--- src/rtl/gpr_multiport_pkg.sv ---
// Shared definitions for the multiport register file: controller states and
// default geometry.
package gpr_multiport_pkg;

  localparam int GPR_DATA_W = 32;
  localparam int GPR_ADDR_W = 5;

  typedef enum logic {
    ST_CLEAR = 1'b0,
    ST_IDLE  = 1'b1
  } gpr_state_e;

endpackage

--- src/rtl/gpr_scoreboard.sv ---
// Per-register pending-write bits. A set beats a same-cycle clear, and a flush
// beats everything.
module gpr_scoreboard
  import gpr_multiport_pkg::*;
#(
  parameter int ADDR_W = GPR_ADDR_W
) (
  input  logic                   clk,
  input  logic                   rst_n,
  input  logic                   flush,
  input  logic                   set,
  input  logic [ADDR_W-1:0]      set_addr,
  input  logic                   clear0,
  input  logic [ADDR_W-1:0]      clear0_addr,
  input  logic                   clear1,
  input  logic [ADDR_W-1:0]      clear1_addr,
  output logic [(2**ADDR_W)-1:0] pend
);

  localparam int DEPTH = 2**ADDR_W;

  logic [DEPTH-1:0] one_s;
  logic [DEPTH-1:0] set_mask_s;
  logic [DEPTH-1:0] clr_mask_s;
  logic [DEPTH-1:0] pend_nxt_s;
  logic [DEPTH-1:0] pend_r;

  assign one_s = {{(DEPTH-1){1'b0}}, 1'b1};

  // Next pending vector: clears are applied first so that a set always wins.
  always_comb begin
    set_mask_s = set ? (one_s << set_addr) : {DEPTH{1'b0}};
    clr_mask_s = (clear0 ? (one_s << clear0_addr) : {DEPTH{1'b0}})
               | (clear1 ? (one_s << clear1_addr) : {DEPTH{1'b0}});
    pend_nxt_s = flush ? {DEPTH{1'b0}} : ((pend_r & ~clr_mask_s) | set_mask_s);
  end

  // Pending bits register.
  always_ff @(posedge clk or negedge rst_n) begin
    if (!rst_n) begin
      pend_r <= {DEPTH{1'b0}};
    end else begin
      pend_r <= pend_nxt_s;
    end
  end

  assign pend = pend_r;

endmodule

--- src/rtl/gpr_multiport.sv ---
// General-purpose register file: NUM_RD combinational read ports with
// write-first bypass, two write ports (port 1 wins), sequential array clear.
module gpr_multiport
  import gpr_multiport_pkg::*;
#(
  parameter int DATA_W  = GPR_DATA_W,
  parameter int ADDR_W  = GPR_ADDR_W,
  parameter int NUM_RD  = 2,
  parameter int ZERO_R0 = 1
) (
  input  logic                     clk,
  input  logic                     rst_n,
  input  logic [NUM_RD*ADDR_W-1:0] raddr,
  output logic [NUM_RD*DATA_W-1:0] rdata,
  input  logic                     we0,
  input  logic [ADDR_W-1:0]        waddr0,
  input  logic [DATA_W-1:0]        wdata0,
  input  logic                     we1,
  input  logic [ADDR_W-1:0]        waddr1,
  input  logic [DATA_W-1:0]        wdata1,
  input  logic                     clr_req,
  output logic                     ready,
  input  logic                     sb_set,
  input  logic [ADDR_W-1:0]        sb_addr,
  output logic [(2**ADDR_W)-1:0]   pend
);

  localparam int DEPTH = 2**ADDR_W;
  localparam int CNT_W = ADDR_W + 1;

  gpr_state_e        state_r, state_nxt_s;
  logic [CNT_W-1:0]  cnt_r, cnt_nxt_s, cnt_inc_s;
  logic [DATA_W-1:0] mem_r [DEPTH];
  logic              ready_s, we0_ok_s, we1_ok_s, sb_ok_s;

  function automatic logic is_r0(input logic [ADDR_W-1:0] a);
    return (ZERO_R0 != 0) && (a == {ADDR_W{1'b0}});
  endfunction

  function automatic logic [DATA_W-1:0] read_port(input logic [ADDR_W-1:0] a);
    logic [DATA_W-1:0] v;
    if (!ready_s || is_r0(a)) begin
      v = {DATA_W{1'b0}};
    end else if (we1 && (a == waddr1)) begin
      v = wdata1;
    end else if (we0 && (a == waddr0)) begin
      v = wdata0;
    end else begin
      v = mem_r[a];
    end
    return v;
  endfunction

  assign ready_s  = (state_r == ST_IDLE);
  assign ready    = ready_s;
  assign we0_ok_s = we0 && ready_s && !is_r0(waddr0);
  assign we1_ok_s = we1 && ready_s && !is_r0(waddr1);
  assign sb_ok_s  = sb_set && ready_s && !is_r0(sb_addr);

  // Controller state and clear-address counter.
  always_ff @(posedge clk or negedge rst_n) begin
    if (!rst_n) begin
      state_r <= ST_CLEAR;
      cnt_r   <= {CNT_W{1'b0}};
    end else begin
      state_r <= state_nxt_s;
      cnt_r   <= cnt_nxt_s;
    end
  end

  // Leave CLEAR on the same edge that zeroes the last address; the wide
  // counter lets the increment reach DEPTH without wrapping to zero.
  always_comb begin
    state_nxt_s = state_r;
    cnt_nxt_s   = cnt_r;
    cnt_inc_s   = cnt_r + CNT_W'(1);
    case (state_r)
      ST_CLEAR: begin
        if (clr_req) begin
          cnt_nxt_s = {CNT_W{1'b0}};
        end else if (cnt_inc_s == CNT_W'(DEPTH)) begin
          state_nxt_s = ST_IDLE;
          cnt_nxt_s   = {CNT_W{1'b0}};
        end else begin
          cnt_nxt_s = cnt_inc_s;
        end
      end
      ST_IDLE: begin
        if (clr_req) begin
          state_nxt_s = ST_CLEAR;
          cnt_nxt_s   = {CNT_W{1'b0}};
        end else begin
          cnt_nxt_s = cnt_r;
        end
      end
      default: begin
        state_nxt_s = ST_CLEAR;
        cnt_nxt_s   = {CNT_W{1'b0}};
      end
    endcase
  end

  // Storage array; port 1 is written last so it wins an address collision.
  always_ff @(posedge clk) begin
    if (!ready_s) begin
      mem_r[cnt_r[ADDR_W-1:0]] <= {DATA_W{1'b0}};
    end else begin
      if (we0_ok_s) mem_r[waddr0] <= wdata0;
      if (we1_ok_s) mem_r[waddr1] <= wdata1;
    end
  end

  // Zero-latency read ports.
  always_comb begin
    rdata = {(NUM_RD*DATA_W){1'b0}};
    for (int k = 0; k < NUM_RD; k++) begin
      rdata[k*DATA_W +: DATA_W] = read_port(raddr[k*ADDR_W +: ADDR_W]);
    end
  end

  gpr_scoreboard #(
    .ADDR_W (ADDR_W)
  ) u_scoreboard (
    .clk         (clk),
    .rst_n       (rst_n),
    .flush       (clr_req && ready_s),
    .set         (sb_ok_s),
    .set_addr    (sb_addr),
    .clear0      (we0_ok_s),
    .clear0_addr (waddr0),
    .clear1      (we1_ok_s),
    .clear1_addr (waddr1),
    .pend        (pend)
  );

endmodule

--- config.mk ---
export PLATFORM = sky130hd
export DESIGN_NAME = gpr_multiport
export DESIGN_NICKNAME = d
export VERILOG_FILES = /design/src/rtl/gpr_multiport_pkg.sv /design/src/rtl/gpr_scoreboard.sv /design/src/rtl/gpr_multiport.sv
export SDC_FILE = /design/constraint.sdc
export NUM_CORES = 2
export LEC_CHECK = 0
export BUFFER_PORTS_ARGS = -buffer_cell sky130_fd_sc_hd__buf_2
export CORE_ASPECT_RATIO = 1.4
export CORE_MARGIN = 4
export CORE_UTILIZATION = 61
export CTS_BUF_LIST = sky130_fd_sc_hd__clkbuf_8
export DETAILED_ROUTE_END_ITERATION = 12
export PLACE_DENSITY = 0.78
export SLEW_MARGIN = 20
export SYNTH_ARGS = -nofsm -noshare
export SYNTH_HDL_FRONTEND = slang
export SYNTH_SLANG_ARGS = --single-unit
--- constraint.sdc ---
create_clock -name clk -period 10.8 [get_ports clk]
set_clock_uncertainty 0.15 [all_clocks]
set_input_delay 1.08 -clock clk [delete_from_list [all_inputs] [get_ports clk]]
set_output_delay 1.08 -clock clk [all_outputs]
set_load 0.03 [all_outputs]
## Word level (Yosys, flattened, before mapping)

Memories as Yosys holds them, arrays and structs flattened.
Index checks and enable logic that the tools add are counted.
W data, S select, Z words.

- Bits in registers: 39
- Memory bits (writable): 1024
- Memories kept: 1
- Input bits: 95

- Bitwise gates (word level): 5
- Add/sub/neg operators: 1
- Reductions and logical operators: 23
- Mux-type cells: 28
- Shifts and indexed selects: 3
- Equality and inequality tests: 6

Memories:

| memory | depth | bits a word | rd ports | clocked after memory_dff | write ports | line | source |
|---|---|---|---|---|---|---|---|
| mem_r | 32 | 32 | 2 | 0 | 2 | gpr_multiport.sv:33 | `logic [DATA_W-1:0] mem_r [DEPTH];` |

Operators by type and width:

| operator | number |
|---|---|
| $mux W32 | 11 |
| $shl A1 B5 Y32 const A | 3 |
| $or A32 B32 Y32 | 2 |
| $and A32 B32 Y32 | 1 |
| $not A32 Y32 | 1 |
| $reduce_or A32 Y1 | 1 |
| $logic_not A5 Y1 | 5 |
| $eq A5 B5 Y1 | 4 |
| $mux W6 | 3 |
| $pmux W6 S2 | 1 |
| $logic_and A1 B1 Y1 | 11 |
| $mux W1 | 11 |
| $add A6 B1 Y6 const B | 1 |
| $eq A6 B6 Y1 const B | 1 |
| $mux W5 | 1 |
| $logic_not A1 Y1 | 4 |
| $logic_or A1 B1 Y1 | 2 |
| $ne A2 B2 Y1 const B | 1 |
| $pmux W1 S2 | 1 |
| $not A1 Y1 | 1 |

## Longest topological paths before layout

- Depth after elaboration: 9
- Gate-level depth with buffers: 10

## By module

A second synthesis with hierarchy kept.

- Cell total of the unflattened synthesis: 5514
- Area, all modules: 62428.6 um2

Modules (own cells, without submodules):

| module | cells each | instances | area an instance (um2) |
|---|---|---|---|
| gpr_multiport | 5333 | 1 | 60655.7 |
| gpr_scoreboard | 181 | 1 | 1773.0 |

## Worst setup path after synthesis

OpenSTA, ideal clock, no wires.

- Path type: input-to-reg
- Start point: in waddr0[3]
- End point: mem mem_r[1][0] (netlist bit), enable pin
- Data arrival time: 3753 ps
- Path buffers: 2
- Data required time: 10222 ps
- Setup slack: 6469 ps
- Library setup time: 428 ps
- Stages on the path: 7
- Cell sequence: clkbuf_1 nor2_1 a21oi_2 buf_2 mux2_2 nand2_1 o21bai_1

RTL lines:

| element | line | source |
|---|---|---|
| start, declared | gpr_multiport.sv:16 | `input logic [ADDR_W-1:0] waddr0,` |
| end, declared | gpr_multiport.sv:33 |  |

## Worst setup path after layout

- Start point: in raddr[5]
- End point: out rdata[48]

- Cells in the longest elaborated chain, start to end: 5

RTL lines:

| element | line | source |
|---|---|---|
| start, declared | gpr_multiport.sv:13 | `input logic [NUM_RD*ADDR_W-1:0] raddr,` |
| branches (longest 4 deep; another with $mem_v2 Z32 W32) | -- |  |
| $mux W32 (*) | gpr_multiport.sv:42 | `if (!ready_s \|\| is_r0(a)) begin` |
| end, declared | gpr_multiport.sv:14 | `output logic [NUM_RD*DATA_W-1:0] rdata,` |

Mark *: on every way between the ends.

==> key figures <==
Die
  – Core area: ~100000 um2
  – # IOs: 192
  – Die X: 277 um
  – Die Area: 106000 um2
  – Initial Util: around 60%
  – Die height: 384 um
  – Rows: 137

Min path
  – Hold WC Path Type: primary input to asynchronous set/reset pin

Synthesis
  – Synth area leaders: edfxtp_1 (50%), mux4_2 (23%), o21ai_0 (8.1%), nand2_1 (6.4%), clkbuf_1 (2.7%)
  – Main synth FF type: edfxtp_1
  – Library cells used by synthesis: 50
  – Post-Syn Area per Cell: between 10 and 15 um2
  – Synth top area share: about half
  – Cell count after synthesis: 5035
  – Flops & latches, synth: 1063
  – Post-synth EDFFs: 1024
  – Top-count cell post-synth: nand2_1
  – Ys async rst share: 3.67%
  – Post-Syn Nets: just over 5000
  – Seq/Total Area, Yosys: 51.4%
  – YS warnings: 0
  – Top post-synthesis cells by count: nand2_1 (1052), edfxtp_1 (1024), o21ai_0 (999)
  – Area leader, netlist: edfxtp_1
  – Synthesized area: between 60000 and 70000 um2

Power and ir drop
  – P_leak: roughly 21 nW
  – Worst vdd ir: 0.000118 V
  – PD cells: 129 nW/um2

CTS
  – Clk sinks: 1063
  – Num CTS Buffers: 163
  – Post-CTS sizing: 0
  – CTS tree: yes
  – Clock tree buffer depth: 3
  – CTS clk-pin slew, worst paths: 0.07 ns
  – Clock latency on the worst-skew pair: 0.89 ns
  – Postcts setup bufs: 0
  – H-tree levels: 4
  – Hold-fix buffers at CTS: 0
  – Root Driver: clkbuf_8

Cells and area
  – Share of cells above drive strength 1: about a quarter
  – Final Net Count: between 4000 and 5000
  – Area grow syn2layout: 7.07%
  – Design area: 66100 um2

Job
  – Max_cap viols: 0

Global route
  – Largest net degree at the start of global routing: between 100 and 150
  – Total grt overflow: 0
  – Vias in the first global route: 47719
  – First-pass GRT wire length: approximately 320 mm
  – Total GRT Usage: 41.9%
  – Initial antenna violation count: 16

Setup path
  – Crit path max-delay cell type: buf_4
  – Slowest stage delay, CP: 0.80 ns
  – CP delay by family, top: buffers and inverters
  – Crit-path cells: buf_8, buf_4, xor2_1, nor4_1, and3_2, buf_4, a32oi_1, nand3_1, buf_2
  – Crit path max fanout: 66
  – Critical path class: primary input to output pin
  – CP Data Arrival Time: 5.39 ns
  – Worst Setup Start Kind: primary input
  – CP Buf/Inv Count: 4
  – Worst endpoint required time: 9.57 ns
  – Worst Setup End Kind: output pin
  – Most frequent CP cell: buf_4

Route
  – DR vias/cell: 7.69
  – # DRC: 0
  – DR vias: 48399
  – Drt wl/cell: 35.7 um
  – Routed Wire Length: 224 mm
  – DR iter-0 viols: 9868
  – DRT Pass-1 Iters: 9
  – Antenna Nets Post-Route: 0

Timing
  – Relative slew slack: 17.8%
  – FMAX: ~150 MHz
  – Tightest Pin Transition: approximately 1.2 ns
  – Final Hold Viols: 0
  – Unrepaired setup endpoints after global routing: false
  – Final setup fails: 0
  – Setup TNS: 0 ns
  – Tmin final: 6.62 ns
  – Final worst slack: 4.18 ns
  – Fin crit share: 61.3%
  – Fin. max-slew vios: 0

Place
  – I/O Buffers: 191
  – Hpwl dp: ~120 mm
  – Placed Area: 63000 um2
  – Final Wtd Congestion: 0.913
  – Pre-CTS setup slack: 4.33 ns

Outcome
  – Status: complete, no violations
==> worst paths after layout <==
path,startpoint,endpoint,slack [ns],cells after the start
worst min-delay path,rst_n,u_scoreboard.pend[21],0.15,1
max in group asynchronous,rst_n,cnt_r[4],9.80,1
worst max-delay path,raddr[5],rdata[48],4.18,9
min in group clk,clr_req,cnt_r[1],0.36,2
worst min register to register,u_scoreboard.pend[27],u_scoreboard.pend[27],0.38,2
worst max register to register,ready,mem_r[16][25],5.76,6
==> layout by cell type, fill, tap and decap left out, types with 31 or more instances in the layout <==
master    count
a21oi_1      41
a32oi_1      70
buf_2       182
buf_4       124
clkbuf_8    171
clkinv_1     41
dfrtp_1      39
edfxtp_1   1024
inv_1        82
mux4_2      634
nand2_1    1051
nand3_1      70
nand4_1      97
nand4b_1     31
nor2_1       58
nor3_2       32
o21ai_0     999
o21bai_4     31
==> through the flow <==
step / instances / utilization (%) / hold slack, ns / total power (W)
after floorplan: 5035 / - / 0.421 / 0.00512
after detailed placement: 5989 / 62.9 / 0.362 / 0.00533
after CTS: 6281 / 66.0 / 0.121 / 0.00851
after global routing: 6288 / 66.0 / 0.188 / 0.00875
final: 6295 / 66.0 / 0.147 / 0.00856
after global placement: 5989 / 62.9 / 0.329 / 0.00532
==> area by class of cell <==
type / instances / area (um2)
Antenna cell: 12 / 30.0
Clock buffer: 171 / 2350
Clock inverter: 121 / 703
Fill cell: 6958 / 34000
Inverter: 32 / 120
Multi-Input combinational cell: 3260 / 27500
Sequential cell: 1063 / 31700
Tap cell: 1320 / 1650
Timing Repair Buffer: 316 / 2000
==> sequential cells by signal, summed over array words and instances (netlist names) <==
register and cells:
cnt_r 6, mem_r 1024, ready 1, u_scoreboard.pend 32
==> per-layer routing <==
layer | global-route usage, % | share of wire [%]
met3 | 16.0 | 18
met5 | 0.183 | 0.045
met2 | 62.6 | 43
met1 | 49.5 | 28
met4 | 31.8 | 10
==> cells by family (layout without fill, tap and decap cells) <==
| family | count (synthesis) | in the layout | synth area share (%) |
|---|---|---|---|
| and+or+nand+nor | 1411 | 1411 | 9.72 |
| other | 0 | 12 | 0 |
| AOI/OAI and AO/OA | 1179 | 1179 | 10.3 |
| adders and majority gates | 1 | 1 | 0.0203 |
| DFF | 1063 | 1063 | 51.4 |
| buffers and inverters | 712 | 640 | 4.98 |
| muxes | 647 | 647 | 23.3 |
| xor gates and xnor gates | 22 | 22 | 0.312 |
==> where the power goes <==
part	internal [W]	switching, W
Sequential	0.00451	0.0000225
Combinational	0.000302	0.000438
Clock	0.00163	0.00166
No activity file was read; power rests on OpenSTA's default activity.
